==> src/rtl/xform_pkg.sv <==
// rtl/xform_pkg.sv - mode constants and output width helper for the 4-sample transform
package xform_pkg;

    localparam logic [1:0] MODE_PAIR = 2'd0;
    localparam logic [1:0] MODE_HAD  = 2'd1;
    localparam logic [1:0] MODE_PASS = 2'd2;
    localparam logic [1:0] MODE_RSVD = 2'd3;

    // Two guard bits cover the worst-case four-term Hadamard sum.
    function automatic int out_width(input int width);
        return width + 2;
    endfunction

endpackage

==> src/rtl/xform4_core.sv <==
// rtl/xform4_core.sv - combinational pair / Hadamard / pass-through transform of four samples
module xform4_core
    import xform_pkg::*;
#(
    parameter int WIDTH = 8
) (
    input  logic signed [WIDTH-1:0] x0,
    input  logic signed [WIDTH-1:0] x1,
    input  logic signed [WIDTH-1:0] x2,
    input  logic signed [WIDTH-1:0] x3,
    input  logic        [1:0]       mode,
    output logic signed [WIDTH+1:0] y0,
    output logic signed [WIDTH+1:0] y1,
    output logic signed [WIDTH+1:0] y2,
    output logic signed [WIDTH+1:0] y3
);

    localparam int OW = out_width(WIDTH);

    logic signed [OW-1:0] a0, a1, a2, a3;

    always_comb begin
        a0 = OW'(x0);
        a1 = OW'(x1);
        a2 = OW'(x2);
        a3 = OW'(x3);
        y0 = a0;
        y1 = a1;
        y2 = a2;
        y3 = a3;
        case (mode)
            MODE_PAIR: begin
                y0 = a0 + a1;
                y1 = a0 - a1;
                y2 = a2 + a3;
                y3 = a2 - a3;
            end
            MODE_HAD: begin
                y0 = a0 + a1 + a2 + a3;
                y1 = a0 - a1 + a2 - a3;
                y2 = a0 + a1 - a2 - a3;
                y3 = a0 - a1 - a2 + a3;
            end
            default: ;
        endcase
    end

endmodule

==> src/rtl/stream_xform4.sv <==
// rtl/stream_xform4.sv - frames four input samples, transforms them and serializes the results
module stream_xform4
    import xform_pkg::*;
#(
    parameter int WIDTH = 8
) (
    input  logic                    clk,
    input  logic                    reset,
    input  logic signed [WIDTH-1:0] in,
    input  logic                    in_valid,
    input  logic                    in_sof,
    input  logic        [1:0]       mode,
    output logic signed [WIDTH+1:0] out,
    output logic                    out_valid,
    output logic                    frame_err
);

    localparam int OW = out_width(WIDTH);

    logic        [1:0]       cnt_q, cnt_d;
    logic signed [WIDTH-1:0] x_q [4];
    logic signed [WIDTH-1:0] x_d [4];
    logic        [1:0]       frame_mode_q, frame_mode_d;
    logic                    load_q, load_d;
    logic signed [OW-1:0]    bank_q [4];
    logic signed [OW-1:0]    bank_d [4];
    logic        [1:0]       remain_q, remain_d;
    logic signed [OW-1:0]    out_q, out_d;
    logic                    out_valid_q, out_valid_d;
    logic                    frame_err_q, frame_err_d;
    logic signed [OW-1:0]    y [4];
    logic        [1:0]       emit_idx;

    xform4_core #(.WIDTH(WIDTH)) u_core (
        .x0   (x_q[0]),
        .x1   (x_q[1]),
        .x2   (x_q[2]),
        .x3   (x_q[3]),
        .mode (frame_mode_q),
        .y0   (y[0]),
        .y1   (y[1]),
        .y2   (y[2]),
        .y3   (y[3])
    );

    // remain 3,2,1 selects bank entries 1,2,3
    assign emit_idx = 2'd0 - remain_q;

    always_comb begin
        cnt_d        = cnt_q;
        x_d          = x_q;
        frame_mode_d = frame_mode_q;
        load_d       = 1'b0;
        frame_err_d  = 1'b0;
        if (in_valid) begin
            if (in_sof && cnt_q != 2'd0) begin
                x_d[0]       = in;
                frame_mode_d = mode;
                cnt_d        = 2'd1;
                frame_err_d  = 1'b1;
            end else begin
                x_d[cnt_q] = in;
                if (cnt_q == 2'd0) frame_mode_d = mode;
                if (cnt_q == 2'd3) load_d = 1'b1;
                cnt_d = cnt_q + 2'd1;
            end
        end
    end

    // y0 goes straight to the output on the load edge so frames abut without a gap
    always_comb begin
        bank_d      = bank_q;
        remain_d    = remain_q;
        out_d       = out_q;
        out_valid_d = 1'b0;
        if (load_q) begin
            bank_d      = y;
            out_d       = y[0];
            out_valid_d = 1'b1;
            remain_d    = 2'd3;
        end else if (remain_q != 2'd0) begin
            out_d       = bank_q[emit_idx];
            out_valid_d = 1'b1;
            remain_d    = remain_q - 2'd1;
        end
    end

    always_ff @(posedge clk) begin
        if (reset) begin
            cnt_q        <= '0;
            x_q          <= '{default: '0};
            frame_mode_q <= MODE_PAIR;
            load_q       <= 1'b0;
            bank_q       <= '{default: '0};
            remain_q     <= '0;
            out_q        <= '0;
            out_valid_q  <= 1'b0;
            frame_err_q  <= 1'b0;
        end else begin
            cnt_q        <= cnt_d;
            x_q          <= x_d;
            frame_mode_q <= frame_mode_d;
            load_q       <= load_d;
            bank_q       <= bank_d;
            remain_q     <= remain_d;
            out_q        <= out_d;
            out_valid_q  <= out_valid_d;
            frame_err_q  <= frame_err_d;
        end
    end

    assign out       = out_q;
    assign out_valid = out_valid_q;
    assign frame_err = frame_err_q;

endmodule

==> config.mk <==
export PLATFORM = sky130hd
export DESIGN_NAME = stream_xform4
export DESIGN_NICKNAME = d
export VERILOG_FILES = /design/src/rtl/xform_pkg.sv /design/src/rtl/xform4_core.sv /design/src/rtl/stream_xform4.sv
export SDC_FILE = /design/constraint.sdc
export NUM_CORES = 1
export LEC_CHECK = 0
export ABC_AREA = 0
export CORE_ASPECT_RATIO = 1.25
export CORE_MARGIN = 2
export CORE_UTILIZATION = 40
export CTS_CLUSTER_SIZE = 20
export DETAILED_ROUTE_END_ITERATION = 12
export DONT_BUFFER_PORTS = 1
export GPL_TIMING_DRIVEN = 0
export PLACE_DENSITY = 0.59
export SYNTH_ARGS = -nofsm -noshare
export SYNTH_HDL_FRONTEND = slang
export SYNTH_SLANG_ARGS = --single-unit
==> constraint.sdc <==
create_clock -name clk -period 4.7 [get_ports clk]
set_input_delay 1.175 -clock clk [delete_from_list [all_inputs] [get_ports clk]]
set_output_delay 1.175 -clock clk [all_outputs]
set_load 0.01 [all_outputs]
# --- Yosys cells after proc, flatten, opt, wreduce, memory -nomap -nowiden ---
# Index checks and enable logic that the tools add are counted.
word_totals:
  register_bits: 91
  latch_bits: 0
  ramBits: 0
  romBits: 0
  elab_cells: 73
  memories: 0
classes:
  n_addsub: 15
  multipliers: 0
  n_div: 0
  order_cmp: 3
  eq_ne: 2
  shift: 0
  n_mux: 22
  n_bitwise: 4
  n_reduce_logical: 12
ops:
  columns: ["op", "count"]
  rows:
  - ["$pmux 10 s2", 4]
  - ["$mux 10", 4]
  - ["$bwmux 32", 1]
  - ["$add 10x8->10", 2]
  - ["$add 9x8->10", 2]
  - ["$bmux 10 s2", 1]
  - ["$sub 10x8->10", 2]
  - ["$sub 9x8->10", 2]
  - ["$add 8x8->9", 2]
  - ["$sub 8x8->9", 2]
  - ["$demux 8 s2", 1]
  - ["$mux 8", 2]
  - ["$mux 2", 5]
  - ["$reduce_bool 2->1", 4]
  - ["$ge 3x3->1 const B", 2]
  - ["$not 2->3", 2]
  - ["$logic_not 2->1", 2]
  - ["$mux 1", 4]
  - ["$reduce_and 2->1", 2]
  - ["$lt 3x1->1 const B", 1]
  - ["$reduce_or 3->1", 1]
  - ["$add 2x1->2 const B", 1]
  - ["$eq 2x1->1 const B", 1]
  - ["$eq 2x2->1 const B", 1]
  - ["other kinds (5)", 7]

# --- Longest topological paths before layout ---
logic_depth:
  ltp_word: 7
  depth_mapped: 17

# --- Cells and area by module ---
# From an unflattened synthesis, not the netlist that was laid out.
hier_totals:
  cells_unflattened: 964
  area_unflattened_um2: 8269.2
by_module_without_submodules:
  columns: ["module", "n_inst", "cells_each", "area_each_um2"]
  rows:
  - ["xform4_core", 1, 568, 4388.0]
  - ["stream_xform4", 1, 396, 3881.2]

# --- Worst setup path before layout ---
# No wires, ideal clock.
synth_path:
  kind: "reg-to-reg"
  start: "register x_q[17] (netlist bit)"
  end: "register bank_q[27] (netlist bit)"
  setup_time_ps: 115
  arrival_ps: 3496
  t_required_ps: 4585
  path_slack_ps: 1089
  path_stages_with_launch: 16
  n_path_buf: 0
  period_less_slack_ps: 3611
  cell_sequence: "dfxtp_1 -> inv_1 -> ha_1 -> nor2b_1 -> o31a_1 -> o21a_1 -> nor2_1 -> xnor2_1 -> fa_1 -> ha_1 -> or2_2 -> a31o_1 -> o41ai_2 -> xnor2_1 -> mux2_2 -> o21a_1"
synth_via:
  elab_chain_cells: 4
synth_lines:
  columns: ["element", "line", "text"]
  rows:
  - ["from (decl)", "stream_xform4.sv:21", "logic signed [WIDTH-1:0] x_q [4];"]
  - ["from (signal assigned)", "stream_xform4.sv:91", "x_q <= '{default: '0};"]
  - ["from (signal assigned)", "stream_xform4.sv:101", "x_q <= x_d;"]
  - ["$sub 8x8->9 *", "xform4_core.sv:34, xform4_core.sv:40", null]
  - ["$add 9x8->10", "xform4_core.sv:40", "y1 = a0 - a1 + a2 - a3;"]
  - ["$sub 10x8->10", "xform4_core.sv:40", null]
  - ["$pmux 10 s2 *", "xform4_core.sv:31", "case (mode)"]
  - ["to (signal assigned)", "stream_xform4.sv:104", "bank_q <= bank_d;"]
  - ["to (decl)", "stream_xform4.sv:25", "logic signed [OW-1:0] bank_q [4];"]
# Every way passes the cells marked *; elsewhere a longest branch is shown, timed or not.
# A chain may end at the register's enable or synchronous reset.

# --- Worst setup path after layout ---
layout_path:
  start: "register x_q[20] (netlist bit)"
  end: "register out_q[7] (netlist: out[7])"
layout_via:
  elab_chain_cells: 5
layout_lines:
  columns: ["element", "line", "text"]
  rows:
  - ["$add 8x8->9 *", "xform4_core.sv:33, xform4_core.sv:39", null]
  - ["$add 9x8->10", "xform4_core.sv:39", "y0 = a0 + a1 + a2 + a3;"]
  - ["$add 10x8->10", "xform4_core.sv:39", null]
  - ["$pmux 10 s2 *", "xform4_core.sv:31", null]
  - ["$mux 10 *", "stream_xform4.sv:76", "if (load_q) begin"]
  - ["to (signal assigned)", "stream_xform4.sv:106", "out_q <= out_d;"]
  - ["to (decl)", "stream_xform4.sv:28", "logic signed [OW-1:0] out_q, out_d;"]
# Marks and branches as above.

==> metrics.md <==
| Metric | Value |
|---|---|
| Final hold violations | `0` |
| Hpwl dp | `19850 µm` |
| Synth cell count leaders | `91 x dfxtp_1, 83 x nor2_1, 80 x ha_1, 77 x a21oi_1, 69 x nand2_1` |
| Slew Limit Headroom | `37.37%` |
| Worst EP required | `4910 ps` |
| Mapped cell area | `7970 µm²` |
| Largest net degree at the start of global routing | `16` |
| CP arrival | `4630 ps` |
| Syn avg cell area | `8.589 µm²` |
| Routed via count | `6783` |
| Placed insts | `1193` |
| Crit-path max FO | `9` |
| Via-per-instance ratio | `5.610` |
| Cells after Synth | `928` |
| GR Overflow Total | `0` |
| Max stage delay on crit path | `540 ps` |
| Final setup viols | `0` |
| Critical R2R Capture | `out[7]$_SDFFE_PP0P_` |
| Fin. max-slew vios | `0` |
| Synth warn | `0` |
| Iteration-0 DRC Markers | `366` |
| R2r setup slk | `290 ps` |
| Max-cap viol count | `0` |
| WHS Path Cells | `2` |
| Worst R2R Path Depth | `14` |
| CP delay by family, top | `compound AO/OA/AOI/OAI gates` |
| Hold endpoint | `bank_q[25]$_SDFFE_PP0P_` |
| Clock Latency Late Sink | `360 ps` |
| Max Fclk | `226.5 MHz` |
| Slowest CP cell | `a211oi_1` |
| Post-synth cell types | `73` |
| Rows | `57` |
| Fin util | `44.40%` |
| CTS sink count | `91` |
| Pwr/cell area | `335.9 nW/µm²` |
| R2r startpoint | `x_q[20]$_SDFFE_PP0P_` |
| Antenna viol nets, final | `0` |
| Leak pwr | `0.003367 µW` |
| H-tree depth | `3` |
| Maximum clock insertion buffer count | `2` |
| Syn Nets | `1063` |
| Total wire length | `24380 µm` |
| Worst min-delay path startpoint | `bank_q[25]$_SDFFE_PP0P_` |
| Total core area | `19470 µm²` |
| RSZ-0062 raised after global routing | `no` |
| Final cell count without fillers | `1209` |
| Worst clock skew | `9.473 ps` |
| CP bufs+invs | `2` |
| Hold_buf cts | `0` |
| Antenna violations before repair | `0` |
| Crit Path Class | `flop to flop` |
| Seq/Total Area, Yosys | `22.86%` |
| Vias in the first global route | `6918` |
| Tmin final | `4415 ps` |
| Post-Route Setup TNS | `0 ps` |
| Final Cycle Share | `93.94%` |
| Hold Path Class | `flop to flop` |
| CTS Buf Count | `9` |
| Die Wd | `130.3 µm` |
| Clock transition at path regs | `70 ps` |
| # diodes | `0` |
| # DRC | `0` |
| Root buffer cell | `clkbuf_16` |
| Routed WL per cell | `20.17 µm` |
| I/O pin cnt | `26` |
| # port buffers | `0` |
| Final hold slack | `437.4 ps` |
| GP Congestion | `0.9130` |
| Global-route wire length before repair | `37890 µm` |
| CTS tree | `done` |
| Worst-margin pin slew | `939.4 ps` |
| Synth top area cells | `dfxtp_1 23%, ha_1 13%, fa_1 10%` |
| GRT Util Overall | `24.03%` |
| Max VDD drop | `0.1962 mV` |
| Final #Nets | `1074` |
| Yosys top cell area share | `22.86%` |
| Most frequent cell after synthesis | `dfxtp_1` |
| Post-synth EDFFs | `0` |
| Layout cell share with drive strength beyond 1 | `6.462%` |
| Synthesis-to-layout area growth | `8.462%` |
| Status | `finished, final reports clean` |
| Pre-antenna DRT Iters | `6` |
| Critical-path cell list | `inv_1 > ha_1 > buf_2 > nor2_1 > a221oi_4 > xor2_1 > fa_1 > ha_1 > o21ai_0 > o21ai_1 > mux2i_1 > nand4_1 > a211oi_1 > a211oi_1` |
| Cell taking the most area after synthesis | `dfxtp_1` |
| CP Launch Type | `flop` |
| Flops & latches, synth | `91` |
| Synth Flop Type | `dfxtp_1` |
| Nature of the critical path endpoint | `flop` |
| Initial Utilization | `40.94%` |
| Die Ht | `161.8 µm` |
| Share of synthesized flip-flops with an asynchronous set or reset | `0%` |
| Die ar. | `21080 µm²` |
[layout by cell type (no fill, tap or decap), types with 5 or more instances in the layout]
cell type  count
a211oi_1      24
a211oi_2       5
a21o_1        11
a21oi_1       76
a311oi_1       5
a31oi_1        7
buf_1         11
buf_2          7
clkbuf_1      26
clkbuf_16      9
dfxtp_1       91
fa_1          41
ha_1          80
inv_1         63
mux2_2         6
mux2i_1       34
mux4_2        10
nand2_1       69
nand2b_1      14
nand3_1       33
nor2_1        83
nor2b_1        8
nor3_1        11
nor3b_1        6
nor4_1         5
o211ai_1       5
o21a_1        11
o21ai_0       50
o21ai_1        8
o21bai_1       7
o22ai_1        6
or3_1          6
xnor2_1       24
xor2_1        17
[registers in the layout, summed over array words and instances (netlist names)]
signal	cells
remain_q	2
bank_q	40
out_valid	1
out	10
cnt_q	2
load_q	1
frame_mode_q	2
x_q	32
frame_err	1
[power breakdown]
group / leakage (µW) / internal (µW) / total (µW) / switching (µW)
logic: 0.00247 / 520 / 1260 / 740
clock network: 0.000156 / 484 / 819 / 335
registers: 0.000736 / 796 / 825 / 29.1
[per-layer routing]
metal	wire length, µm	global-route usage [%]
met1	10110	29.43
met2	11950	41.39
met3	1472	3.854
met4	854	10.36
met5	0	0
[repair_timing]
item | in CTS | in global routing
endpoints found under the hold margin | 0 | 0
gates resized for setup | 0 | 3
buffers inserted | 0 | 0
setup endpoints to repair | 0 | 5
[kinds of logic after synthesis]
logic type               synth area share, %
AO/OA/AOI/OAI                          21.29
AND/OR/NAND/NOR                        14.82
adder cells (fa/ha/maj)                22.86
buffers and inverters                  5.526
flip-flops                             22.86
multiplexers                           7.944
XOR/XNOR                               4.710
[through the flow]
step | instance area (µm²) | setup WS [ps] | total power (µW)
6_report | 8645 | 285.0 | 2904
5_1_grt | 8645 | 20.75 | 3068
4_1_cts | 8630 | 90.93 | 2902
3_5_place_dp | 8302 | 120.0 | 2082
3_3_place_gp | 8302 | 98.47 | 2073
2_1_floorplan | 7970 | 1089 | 1784
[worst reg2reg max path, cell delays in order, from the launching register on]
cell and delay [ps]:
dfxtp_1 460, inv_1 70, ha_1 270, buf_2 190
nor2_1 130, a221oi_4 420, xor2_1 360, fa_1 530
ha_1 390, o21ai_0 120, o21ai_1 340, mux2i_1 250
nand4_1 120, a211oi_1 540, a211oi_1 100
[area by class of cell]
| type | instances | area [µm²] |
|---|---|---|
| Clock buffer | 11 | 242.7 |
| Inverter | 66 | 247.7 |
| Clock inverter | 5 | 85.08 |
| Buffer | 45 | 192.7 |
| Fill cell | 1974 | 10830 |
| Tap cell | 265 | 331.6 |
| Sequential cell | 91 | 1822 |
| Multi-Input combinational cell | 726 | 5723 |
[worst max path at each step]
| stage | from | depth (start not counted) | slack [ps] | endpoint |
|---|---|---|---|---|
| after floorplan | x_q[17]$_SDFFE_PP0P_ | 15 | 1090 | bank_q[27]$_SDFFE_PP0P_ |
| after global routing | x_q[20]$_SDFFE_PP0P_ | 14 | 20 | bank_q[38]$_SDFFE_PP0P_ |
| after CTS | x_q[17]$_SDFFE_PP0P_ | 14 | 90 | out[7]$_SDFFE_PP0P_ |
| final | x_q[20]$_SDFFE_PP0P_ | 14 | 290 | out[7]$_SDFFE_PP0P_ |
| after global placement | x_q[17]$_SDFFE_PP0P_ | 14 | 100 | out[7]$_SDFFE_PP0P_ |
| after detailed placement | x_q[17]$_SDFFE_PP0P_ | 14 | 120 | bank_q[37]$_SDFFE_PP0P_ |
No activity file was read; power rests on OpenSTA's default activity.
